## src/rtl/dac_serial_if.sv

```systemverilog
// dac_serial_if: serialises 8-bit samples onto a 3-wire DAC link (CS_n/SCLK/DIN)
// Ports:
//   clk, rst_n        system clock, asynchronous active-low reset
//   sample_in         unsigned sample from the modulation stage
//   sample_valid      one-cycle strobe qualifying sample_in
//   dac_cs_n          DAC chip select, active low
//   dac_sclk          DAC serial clock, idle low, DAC samples on rising edge
//   dac_din           DAC serial data, MSB first, 0 while deselected
//   busy              frame or inter-frame gap in progress
//   frame_done        one-cycle pulse coincident with CS_n rising
//   overrun_cnt       saturating count of pending samples overwritten unsent
module dac_serial_if #(
    parameter int HALF_DIV   = 2,
    parameter int FRAME_BITS = 12,
    parameter int CS_GAP     = 4
) (
    input  logic       clk,
    input  logic       rst_n,
    input  logic [7:0] sample_in,
    input  logic       sample_valid,
    output logic       dac_cs_n,
    output logic       dac_sclk,
    output logic       dac_din,
    output logic       busy,
    output logic       frame_done,
    output logic [7:0] overrun_cnt
);
    typedef enum logic [1:0] {IDLE, SHIFT, GAP} state_t;
    state_t                state, state_d;
    logic [7:0]            pend, pend_d;
    logic                  pend_v, pend_v_d;
    logic [FRAME_BITS-1:0] sreg, sreg_d;
    logic [7:0]            cnt, cnt_d;
    logic [4:0]            bit_cnt, bit_d;
    logic                  cs_n_d, sclk_d, din_d, busy_d, done_d;
    logic [7:0]            ovr_d;
    logic                  consume;
    assign consume = (state == IDLE) && pend_v;
    always_comb begin
        state_d  = state;
        sreg_d   = sreg;
        cnt_d    = cnt;
        bit_d    = bit_cnt;
        cs_n_d   = dac_cs_n;
        sclk_d   = dac_sclk;
        din_d    = dac_din;
        busy_d   = busy;
        done_d   = 1'b0;
        pend_d   = pend;
        pend_v_d = pend_v;
        ovr_d    = overrun_cnt;
        case (state)
            IDLE: begin
                cs_n_d = 1'b1;
                sclk_d = 1'b0;
                din_d  = 1'b0;
                busy_d = 1'b0;
                if (pend_v) begin
                    // sample left-aligned in the frame, trailing bits zero
                    sreg_d  = FRAME_BITS'({pend, 8'h00} >> (16 - FRAME_BITS));
                    din_d   = pend[7];
                    cs_n_d  = 1'b0;
                    busy_d  = 1'b1;
                    cnt_d   = 8'd0;
                    bit_d   = 5'd0;
                    state_d = SHIFT;
                end
            end
            SHIFT: begin
                if (cnt == 8'(HALF_DIV - 1)) begin
                    cnt_d = 8'd0;
                    if (!dac_sclk) begin
                        sclk_d = 1'b1;
                    end else if (bit_cnt == 5'(FRAME_BITS - 1)) begin
                        sclk_d  = 1'b0;
                        cs_n_d  = 1'b1;
                        din_d   = 1'b0;
                        done_d  = 1'b1;
                        state_d = GAP;
                    end else begin
                        // din advances only with the falling sclk edge
                        sclk_d = 1'b0;
                        bit_d  = bit_cnt + 5'd1;
                        sreg_d = sreg << 1;
                        din_d  = sreg[FRAME_BITS-2];
                    end
                end else begin
                    cnt_d = cnt + 8'd1;
                end
            end
            GAP: begin
                if (cnt == 8'(CS_GAP - 1)) begin
                    busy_d  = 1'b0;
                    state_d = IDLE;
                end else begin
                    cnt_d = cnt + 8'd1;
                end
            end
            default: state_d = IDLE;
        endcase
        // a strobe coinciding with IDLE's consume refills pending without overrun
        if (sample_valid) begin
            pend_d   = sample_in;
            pend_v_d = 1'b1;
            if (pend_v && !consume && overrun_cnt != 8'hFF) ovr_d = overrun_cnt + 8'd1;
        end else if (consume) begin
            pend_v_d = 1'b0;
        end
    end
    always_ff @(posedge clk or negedge rst_n) begin
        if (!rst_n) begin
            state       <= IDLE;
            pend        <= 8'd0;
            pend_v      <= 1'b0;
            sreg        <= '0;
            cnt         <= 8'd0;
            bit_cnt     <= 5'd0;
            dac_cs_n    <= 1'b1;
            dac_sclk    <= 1'b0;
            dac_din     <= 1'b0;
            busy        <= 1'b0;
            frame_done  <= 1'b0;
            overrun_cnt <= 8'd0;
        end else begin
            state       <= state_d;
            pend        <= pend_d;
            pend_v      <= pend_v_d;
            sreg        <= sreg_d;
            cnt         <= cnt_d;
            bit_cnt     <= bit_d;
            dac_cs_n    <= cs_n_d;
            dac_sclk    <= sclk_d;
            dac_din     <= din_d;
            busy        <= busy_d;
            frame_done  <= done_d;
            overrun_cnt <= ovr_d;
        end
    end
endmodule

```

## config.mk

```make
export PLATFORM = sky130hd
export DESIGN_NAME = dac_serial_if
export DESIGN_NICKNAME = d
export VERILOG_FILES = /design/src/rtl/dac_serial_if.sv
export SDC_FILE = /design/constraint.sdc
export NUM_CORES = 1
export LEC_CHECK = 0
export CAP_MARGIN = 20
export CORE_MARGIN = 4
export CORE_UTILIZATION = 35
export CTS_BUF_LIST = sky130_fd_sc_hd__clkbuf_4
export DETAILED_ROUTE_END_ITERATION = 16
export HOLD_SLACK_MARGIN = 0.15
export SLEW_MARGIN = 20
export SYNTH_ARGS = -nofsm -noshare
export SYNTH_HDL_FRONTEND = slang
export SYNTH_SLANG_ARGS = --single-unit
```

## constraint.sdc

```tcl
create_clock -name clk -period 4 [get_ports clk]
set_input_delay 0.8 -clock clk [delete_from_list [all_inputs] [get_ports clk]]
set_output_delay 0.8 -clock clk [all_outputs]
set_load 0.05 [all_outputs]
```

==> flow_summary.toml, run 1 <==
[floorplan]
die_w_um = 86.9
dieHeight_um = 86.9
rows = 28
ioPinCount = 24
start_util_pct = 36.4
die_area_um2 = 7560
core-area_um2 = 5990

[timing]
finClkSkew_ns = 0.0121
rsz0062_at_grt = "no"
whs_ns = 0.402
worstMarginPinSlew_ns = 0.597
fin_crit_ns = 2.51
relSlewSlack_pct = 60.2
finalSetupViolations = 0
final_max_slew_viol_count = 0
finalSetupTns_ns = 0
max_freq_mhz = 398
finalHoldViolations = 0
finalCritPeriodShare_pct = 62.8

[synthesis]
ys_seq_area_share_pct = 50.5
synth_edf_count = 0
netlist_instances = 204
yosysTopAreaCell = "dfrtp_1"
syn_avg_cell_area_um2 = 10.7
ys_top_cells_by_area = "dfrtp_1 49%, mux2_2 4.6%, ha_1 4.6%, nor2_1 3.4%, nand2_1 2.2%"
async_flop_share_pct = 100
synth.cell_area_um2 = 2180
synth-main-ff-cell = "dfrtp_1"
ys_seq_elements = 44
ys.warnings.count = 0
synth_fp_nets = 223
ys_types = 46
yosysTopAreaCellShare_pct = 49.3

[global_routing]
grt_pass1_vias = 1536
grt_pass1_wl_um = 7190
grt_overflow_total = 0
grt_use_total_pct = 12.1
grt_max_degree = 45
antenna_found_initial = 0

[cts]
cts_resized = 0
h-tree-depth = 2
post_cts_buffers = 0
cts_tree = "built"
numCtsBuffers = 5
insertion_delay_ns = 0.37
clockBufferDepth = 2
cts.sinks = 44
cts_hold_buf = 0
clk_pin_slew_worst_paths_ns = 0.14
cts-root-buf = "clkbuf_4"

[cells_and_area]
fin_cells = 303
nets = 246
area_growth_pct = 16.1
drive_above_1_share_pct = 12.7
mostFrequentLayoutCells = "43 x dfrtp_1, 22 x clkdlybuf4s50_1, 20 x nor2_1"
diodes = 0
layout_commonest_cell = "dfrtp_1"

[power]
p_per_area_nw_per_um2 = 714
seqPwrFrac_pct = 36.9
p_comb_share_pct = 47.3
p_leak_nw = 1.10
p_sw_mw = 0.803
p_clk_share_pct = 15.8
internal-power_mw = 1.00
swShare_pct = 44.5
ir_worst_vdd_uv = 378

[routing]
routed_wl_um = 4080
drt_pass1_iterations = 4
route.detailed.drc = 0
first_iter_violations = 85
drt.antenna.violating_nets = 0
num_vias = 1566
avgRoutedWirePerCell_um = 13.5
viasPerCell = 5.17

[critical_path]
path_depth = 1
r2r_end = "bit_cnt[3]$_DFFE_PN0P_"
worst-path-buf-inv = 1
r2r_slack_ns = 1.58
worstPathMaxFanout = 2
r2r_start = "state[1]$_DFFE_PN0P_"
cp_slowest_cell = "clkdlybuf4s50_1"
crit_family = "buffers and inverters"
endpoint_kind = "output port"
r2r_cells = 7
startpoint = "dac_cs_n$_DFFE_PN1P_"
crit_end = "dac_cs_n"
crit_path_max_incr_delay_ns = 0.79
critPathKind = "flop to output port"
start_kind = "flop"
critical_path_required_ns = 3.20
arrival_ns = 1.71
path_cells = "clkdlybuf4s50_1"

[place]
gp_congestion = 0.744
dp_hpwl_um = 2830
io_buffers = 23
placedCellCount = 295

[outcome]
status = "completed"

[worst_hold_path]
min_path_type = "primary input to asynchronous set/reset pin"

[run]
max_cap_viol_count = 0
-- synth_stat cells (5+ instances only) --
cell type / number
and3_1: 6
nand2_1: 13
o21ai_0: 9
a21oi_1: 7
nor3_1: 6
o21ai_1: 6
ha_1: 8
mux2_2: 9
dfrtp_1: 43
xnor2_1: 5
inv_1: 12
nor2_1: 20
nand3_1: 7
-- layout make-up --
class | count | area [um2]
Clock buffer | 5 | 37.5
Clock inverter | 3 | 42.5
Fill cell | 571 | 3460
Inverter | 13 | 48.8
Multi-Input combinational cell | 140 | 978
Sequential cell | 44 | 1100
Tap cell | 75 | 93.8
Timing Repair Buffer | 23 | 228
-- power by group through the flow --
stage	Clock, mW	Sequential [mW]	Combinational, mW
after floorplan	0	0.803	0.547
after global placement	0	0.677	0.856
after detailed placement	0	0.677	0.864
after CTS	0.297	0.669	0.865
after global routing	0.315	0.686	0.955
final	0.286	0.666	0.855
-- state kept, by name, indices dropped and copies added, names as in the netlist --
register,cells
bit_cnt,5
busy,1
cnt,8
dac_cs_n,1
dac_din,1
dac_sclk,1
frame_done,1
overrun_cnt,8
pend,8
pend_v,1
sreg,7
state,2
-- logic make-up after synthesis --
family | after synthesis | share of synthesized area (%)
AO/OA/AOI/OAI | 45 | 14.5
AND/OR/NAND/NOR | 68 | 17.0
XOR/XNOR | 8 | 3.21
flip-flops | 44 | 50.5
adder cells (fa/ha/maj) | 8 | 4.59
multiplexers | 11 | 5.57
buffers and inverters | 20 | 4.59
-- worst min path at each step --
| stage | startpoint | end | slack (ns) |
|---|---|---|---|
| floorplan | pend[0]$_DFFE_PN0P_ | sreg[4]$_DFFE_PN0P_ | 0.45 |
| global placement | pend[0]$_DFFE_PN0P_ | sreg[4]$_DFFE_PN0P_ | 0.47 |
| detailed placement | overrun_cnt[7]$_DFFE_PN0P_ | overrun_cnt[7]$_DFFE_PN0P_ | 0.48 |
| CTS | overrun_cnt[7]$_DFFE_PN0P_ | overrun_cnt[7]$_DFFE_PN0P_ | 0.50 |
| global route | rst_n | bit_cnt[2]$_DFFE_PN0P_ | 0.42 |
| finish | rst_n | bit_cnt[3]$_DFFE_PN0P_ | 0.40 |
-- metal layers --
metal	up-vias	part of all wire, %	global-route usage (%)
li1	775	-	-
met5	-	0	0
met1	758	51	16.5
met3	6	4.5	4.35
met4	0	1.8	5.10
met2	27	43	17.3
-- through the flow --
step | utilization, % | area (um2) | total power, mW | setup WS, ns
after floorplan | - | 2180 | 1.35 | 1.97
after global routing | 42.3 | 2530 | 1.96 | 1.30
final | 42.3 | 2530 | 1.81 | 1.49
after CTS | 42.2 | 2530 | 1.83 | 1.47
after global placement | 40.9 | 2450 | 1.53 | 1.27
after detailed placement | 40.9 | 2450 | 1.54 | 1.21
Power figures use the tool's default switching activity.
==> inputs of run 2 (changes only) <==
==> constraint.sdc (replaced) <==
create_clock -name clk -period 2.2 [get_ports clk]
set_input_delay 0.44 -clock clk [delete_from_list [all_inputs] [get_ports clk]]
set_output_delay 0.44 -clock clk [all_outputs]
set_load 0.05 [all_outputs]
==> flow_summary.toml, run 2 (synthesized netlist as in run 1, its figures left out) <==
[place]
io_buffers = 23
dpl_worst_slack_ns = 0.120
gp_congestion = 0.753
dp_hpwl_um = 3190
place_area_um2 = 2530

[timing]
finalHoldViolations = 0
finClkSkew_ns = 0.00640
worst_slack_ns = 0.0622
finalSetupTns_ns = 0
relSlewSlack_pct = 66.2
fin_crit_ns = 2.14
max_freq_mhz = 468
worstMarginPinSlew_ns = 0.505
finalSetupViolations = 0
final_max_slew_viol_count = 0
finalCritPeriodShare_pct = 97.2

[routing]
viasPerCell = 4.98
route.detailed.drc = 0
avgRoutedWirePerCell_um = 13.9
drt_pass1_iterations = 4
num_vias = 1573
drt.antenna.violating_nets = 0
first_iter_violations = 55
routed_wl_um = 4380

[critical_path]
crit_path_max_incr_delay_ns = 0.80
cp_slowest_cell = "clkdlybuf4s50_1"
worst-path-buf-inv = 1
crit_family = "buffers and inverters"
critical_path_required_ns = 1.76
path_cells = "clkdlybuf4s50_1"
critPathKind = "flop to output port"
path_depth = 1
endpoint_kind = "output port"
arrival_ns = 1.70
start_kind = "flop"
r2r_cells = 6
worstPathMaxFanout = 2

[power]
p_per_area_nw_per_um2 = 1310
seqPwrFrac_pct = 35.3
swShare_pct = 43.8
p_leak_nw = 1.16
p_sw_mw = 1.51
p_comb_share_pct = 50.0
internal-power_mw = 1.93
p_clk_share_pct = 14.7
ir_worst_vdd_uv = 667

[cts]
cts_tree = "built"
cts-root-buf = "clkbuf_4"
h-tree-depth = 2
numCtsBuffers = 5
insertion_delay_ns = 0.35
clockBufferDepth = 2
clk_pin_slew_worst_paths_ns = 0.13
cts.sinks = 44

[cells_and_area]
reg_top3 = "cnt: 8 flops, overrun_cnt: 8 flops, pend: 8 flops"
area_growth_pct = 20.7
mostFrequentLayoutCells = "43 x dfrtp_1, 22 x clkdlybuf4s50_1, 20 x nor2_1"
num-fill-cells = 587
nets = 258
stdcell_area_um2 = 2630
drive_above_1_share_pct = 17.5
layout_commonest_cell = "dfrtp_1"
utilization_pct = 43.9

[global_routing]
antenna_found_initial = 0
grt_pass1_vias = 1553
grt_overflow_total = 0
grt_pass1_wl_um = 7510
grt_max_degree = 17
grt_use_total_pct = 12.8

[floorplan]
die_area_um2 = 7560
die_w_um = 86.9
ioPinCount = 24
start_util_pct = 36.4
core-area_um2 = 5990
dieHeight_um = 86.9
rows = 28

[run]
max_cap_viol_count = 0

[outcome]
status = "completed"

[worst_hold_path]
min_path_type = "primary input to asynchronous set/reset pin"
run 2: power groups by stage:
stage / registers, mW / logic [mW] / clock network (mW)
6_report: 1.22 / 1.72 / 0.505
5_1_grt: 1.25 / 1.90 / 0.561
4_1_cts: 1.22 / 1.72 / 0.527
3_5_place_dp: 1.23 / 1.71 / 0
3_3_place_gp: 1.23 / 1.68 / 0
2_1_floorplan: 1.46 / 0.995 / 0
run 2: layout make-up:
cell class	count	area, um2	area share (%)
diodes	1	2.50	0.0951
flip-flops and latches	44	1100	41.9
repair buffers	35	318	12.1
clock inverters	3	42.5	1.62
well taps	75	93.8	3.57
inverters	13	48.8	1.85
multi-input cells	140	986	37.5
clock buffers	5	37.5	1.43
run 2: timing repair:
item	in CTS	in global routing
gates resized for setup	0	2
endpoints found under the hold margin	12	0
endpoints found under the setup margin	0	3
hold buffers	1	0
setup buffers	0	0
run 2: metrics by stage:
stage,hold slack [ns],total power [mW],instances
5_1_grt,0.515,3.71,315
3_5_place_dp,0.363,2.94,306
2_1_floorplan,0.144,2.45,204
3_3_place_gp,0.363,2.91,306
4_1_cts,0.494,3.47,315
6_report,0.501,3.44,316
run 2: routing by layer:
layer	global-route usage, %	wire length (um)
met4	5.10	102
met2	18.8	1960
met3	2.93	133
met1	18.0	2180
met5	0	0
run 2: worst paths after layout:
check	from	to	slack, ns
min reg2reg	overrun_cnt[7]$_DFFE_PN0P_	overrun_cnt[7]$_DFFE_PN0P_	0.51
min in group clk	overrun_cnt[7]$_DFFE_PN0P_	overrun_cnt[7]$_DFFE_PN0P_	0.51
max	dac_cs_n$_DFFE_PN1P_	dac_cs_n	0.06
max in group asynchronous	rst_n	dac_cs_n$_DFFE_PN1P_	1.11
min	rst_n	dac_din$_DFFE_PN0P_	0.50
max reg2reg	bit_cnt[0]$_DFFE_PN0P_	bit_cnt[4]$_DFFE_PN0P_	0.19
run 2: worst register-to-register path: cells and delay by family, from the launching register on:
family / cells / cell delay, ns
DFF: 1 / 0.44
and+or+nand+nor: 3 / 0.96
AOI/OAI and AO/OA: 2 / 0.32
adders and majority gates: 1 / 0.23
==> inputs of run 3 (changes only) <==
--- a/config.mk
+++ b/config.mk
@@ -11,6 +11,7 @@
 export CTS_BUF_LIST = sky130_fd_sc_hd__clkbuf_4
 export DETAILED_ROUTE_END_ITERATION = 16
 export HOLD_SLACK_MARGIN = 0.15
+export PLACE_DENSITY = 0.59
 export SLEW_MARGIN = 20
 export SYNTH_ARGS = -nofsm -noshare
 export SYNTH_HDL_FRONTEND = slang
==> flow_summary.toml, run 3 (synthesized netlist as in run 1, its figures left out) <==
[place]
io_buffers = 23
gp_congestion = 0.793
dp_hpwl_um = 2990
dpl_worst_slack_ns = 0.172

[timing]
finalHoldViolations = 0
fin_crit_ns = 2.16
whs_ns = 0.504
worst_slack_ns = 0.0428
max_freq_mhz = 464
final_max_slew_viol_count = 0
finalSetupViolations = 0
finalCritPeriodShare_pct = 98.1
worstMarginPinSlew_ns = 0.505
finClkSkew_ns = 0.0159
relSlewSlack_pct = 66.2
finalSetupTns_ns = 0

[cts]
cts.sinks = 44
clk_pin_slew_worst_paths_ns = 0.14
insertion_delay_ns = 0.36
numCtsBuffers = 5
cts-root-buf = "clkbuf_4"
h-tree-depth = 2
cts_tree = "built"
clockBufferDepth = 2

[routing]
num_vias = 1589
route.detailed.drc = 0
routed_wl_um = 4230
drt_pass1_iterations = 4
first_iter_violations = 88
drt.antenna.violating_nets = 0
avgRoutedWirePerCell_um = 13.5
viasPerCell = 5.08

[floorplan]
rows = 28
core-area_um2 = 5990
dieHeight_um = 86.9
ioPinCount = 24
start_util_pct = 36.4
die_w_um = 86.9
die_area_um2 = 7560

[global_routing]
antenna_found_initial = 0
grt_pass1_vias = 1599
grt_pass1_wl_um = 7580
grt_overflow_total = 0
grt_use_total_pct = 12.6
grt_max_degree = 45

[critical_path]
r2r_slack_ns = 0.18
path_depth = 1
crit_path_max_incr_delay_ns = 0.79
r2r_start = "bit_cnt[0]$_DFFE_PN0P_"
r2r_cells = 6
crit_family = "buffers and inverters"
worst-path-buf-inv = 1
critical_path_required_ns = 1.76
crit_end = "dac_cs_n"
worstPathMaxFanout = 2
cp_slowest_cell = "clkdlybuf4s50_1"
path_cells = "clkdlybuf4s50_1"
startpoint = "dac_cs_n$_DFFE_PN1P_"
critPathKind = "flop to output port"
start_kind = "flop"
r2r_end = "bit_cnt[4]$_DFFE_PN0P_"
arrival_ns = 1.72
endpoint_kind = "output port"

[outcome]
status = "completed"

[cells_and_area]
drive_above_1_share_pct = 16.8
area_growth_pct = 19.4
num-fill-cells = 610
diodes = 0
mostFrequentLayoutCells = "43 x dfrtp_1, 22 x clkdlybuf4s50_1, 20 x nor2_1"
nets = 256
layout_commonest_cell = "dfrtp_1"
reg_top3 = "cnt: 8 flops, overrun_cnt: 8 flops, pend: 8 flops"

[power]
ir_worst_vdd_uv = 566
swShare_pct = 45.2
p_leak_nw = 1.14
p_clk_share_pct = 12.3
seqPwrFrac_pct = 36.3
p_per_area_nw_per_um2 = 1280
p_comb_share_pct = 51.5
p_sw_mw = 1.51
internal-power_mw = 1.83

[worst_hold_path]
min_path_cells = 1
min_path_type = "flop to flop"

[run]
max_cap_viol_count = 0
run 3: worst min-delay path by stage:
stage	slack, ns	start	to
6_report	0.50	overrun_cnt[5]$_DFFE_PN0P_	overrun_cnt[5]$_DFFE_PN0P_
5_1_grt	0.54	overrun_cnt[7]$_DFFE_PN0P_	overrun_cnt[7]$_DFFE_PN0P_
4_1_cts	0.51	overrun_cnt[5]$_DFFE_PN0P_	overrun_cnt[5]$_DFFE_PN0P_
3_5_place_dp	0.44	rst_n	overrun_cnt[1]$_DFFE_PN0P_
3_3_place_gp	0.44	rst_n	overrun_cnt[1]$_DFFE_PN0P_
2_1_floorplan	0.14	rst_n	bit_cnt[0]$_DFFE_PN0P_
run 3: final cells by class:
class                      count  area (um2)  area share, %
sequential                    44        1100           42.3
multi-input combinational    140         985           37.8
timing repair buffer          33         315           12.1
tap                           75        93.8           3.60
inverter                      13        48.8           1.87
clock buffer                   5        37.5           1.44
clock inverter                 3        21.3          0.817
run 3: power by group through the flow:
stage               Sequential, mW  Clock (mW)  Combinational [mW]
finish                        1.21       0.410                1.72
global route                  1.25       0.459                1.91
CTS                           1.21       0.429                1.72
detailed placement            1.23           0                1.71
global placement              1.22           0                1.70
floorplan                     1.46           0               0.995
run 3: per-stage QoR:
step | util, % | std cells | power [mW] | area (um2)
after floorplan | - | 204 | 2.45 | 2180
after global placement | 42.2 | 304 | 2.92 | 2530
after detailed placement | 42.2 | 304 | 2.94 | 2530
after CTS | 43.4 | 313 | 3.36 | 2600
after global routing | 43.5 | 313 | 3.62 | 2600
final | 43.5 | 313 | 3.34 | 2600
run 3: layer usage:
metal / global-route usage, % / share of wire, %
met1: 18.1 / 53
met2: 18.3 / 43
met3: 3.12 / 2.9
met4: 4.82 / 1.5
met5: 0 / 0
run 3: timing repair:
| item | in CTS | in global routing |
|---|---|---|
| hold endpoints to repair | 43 | 0 |
| hold buffers | 1 | 0 |
| endpoints found under the setup margin | 0 | 3 |
| setup buffers | 0 | 0 |
| resized for setup | 0 | 2 |
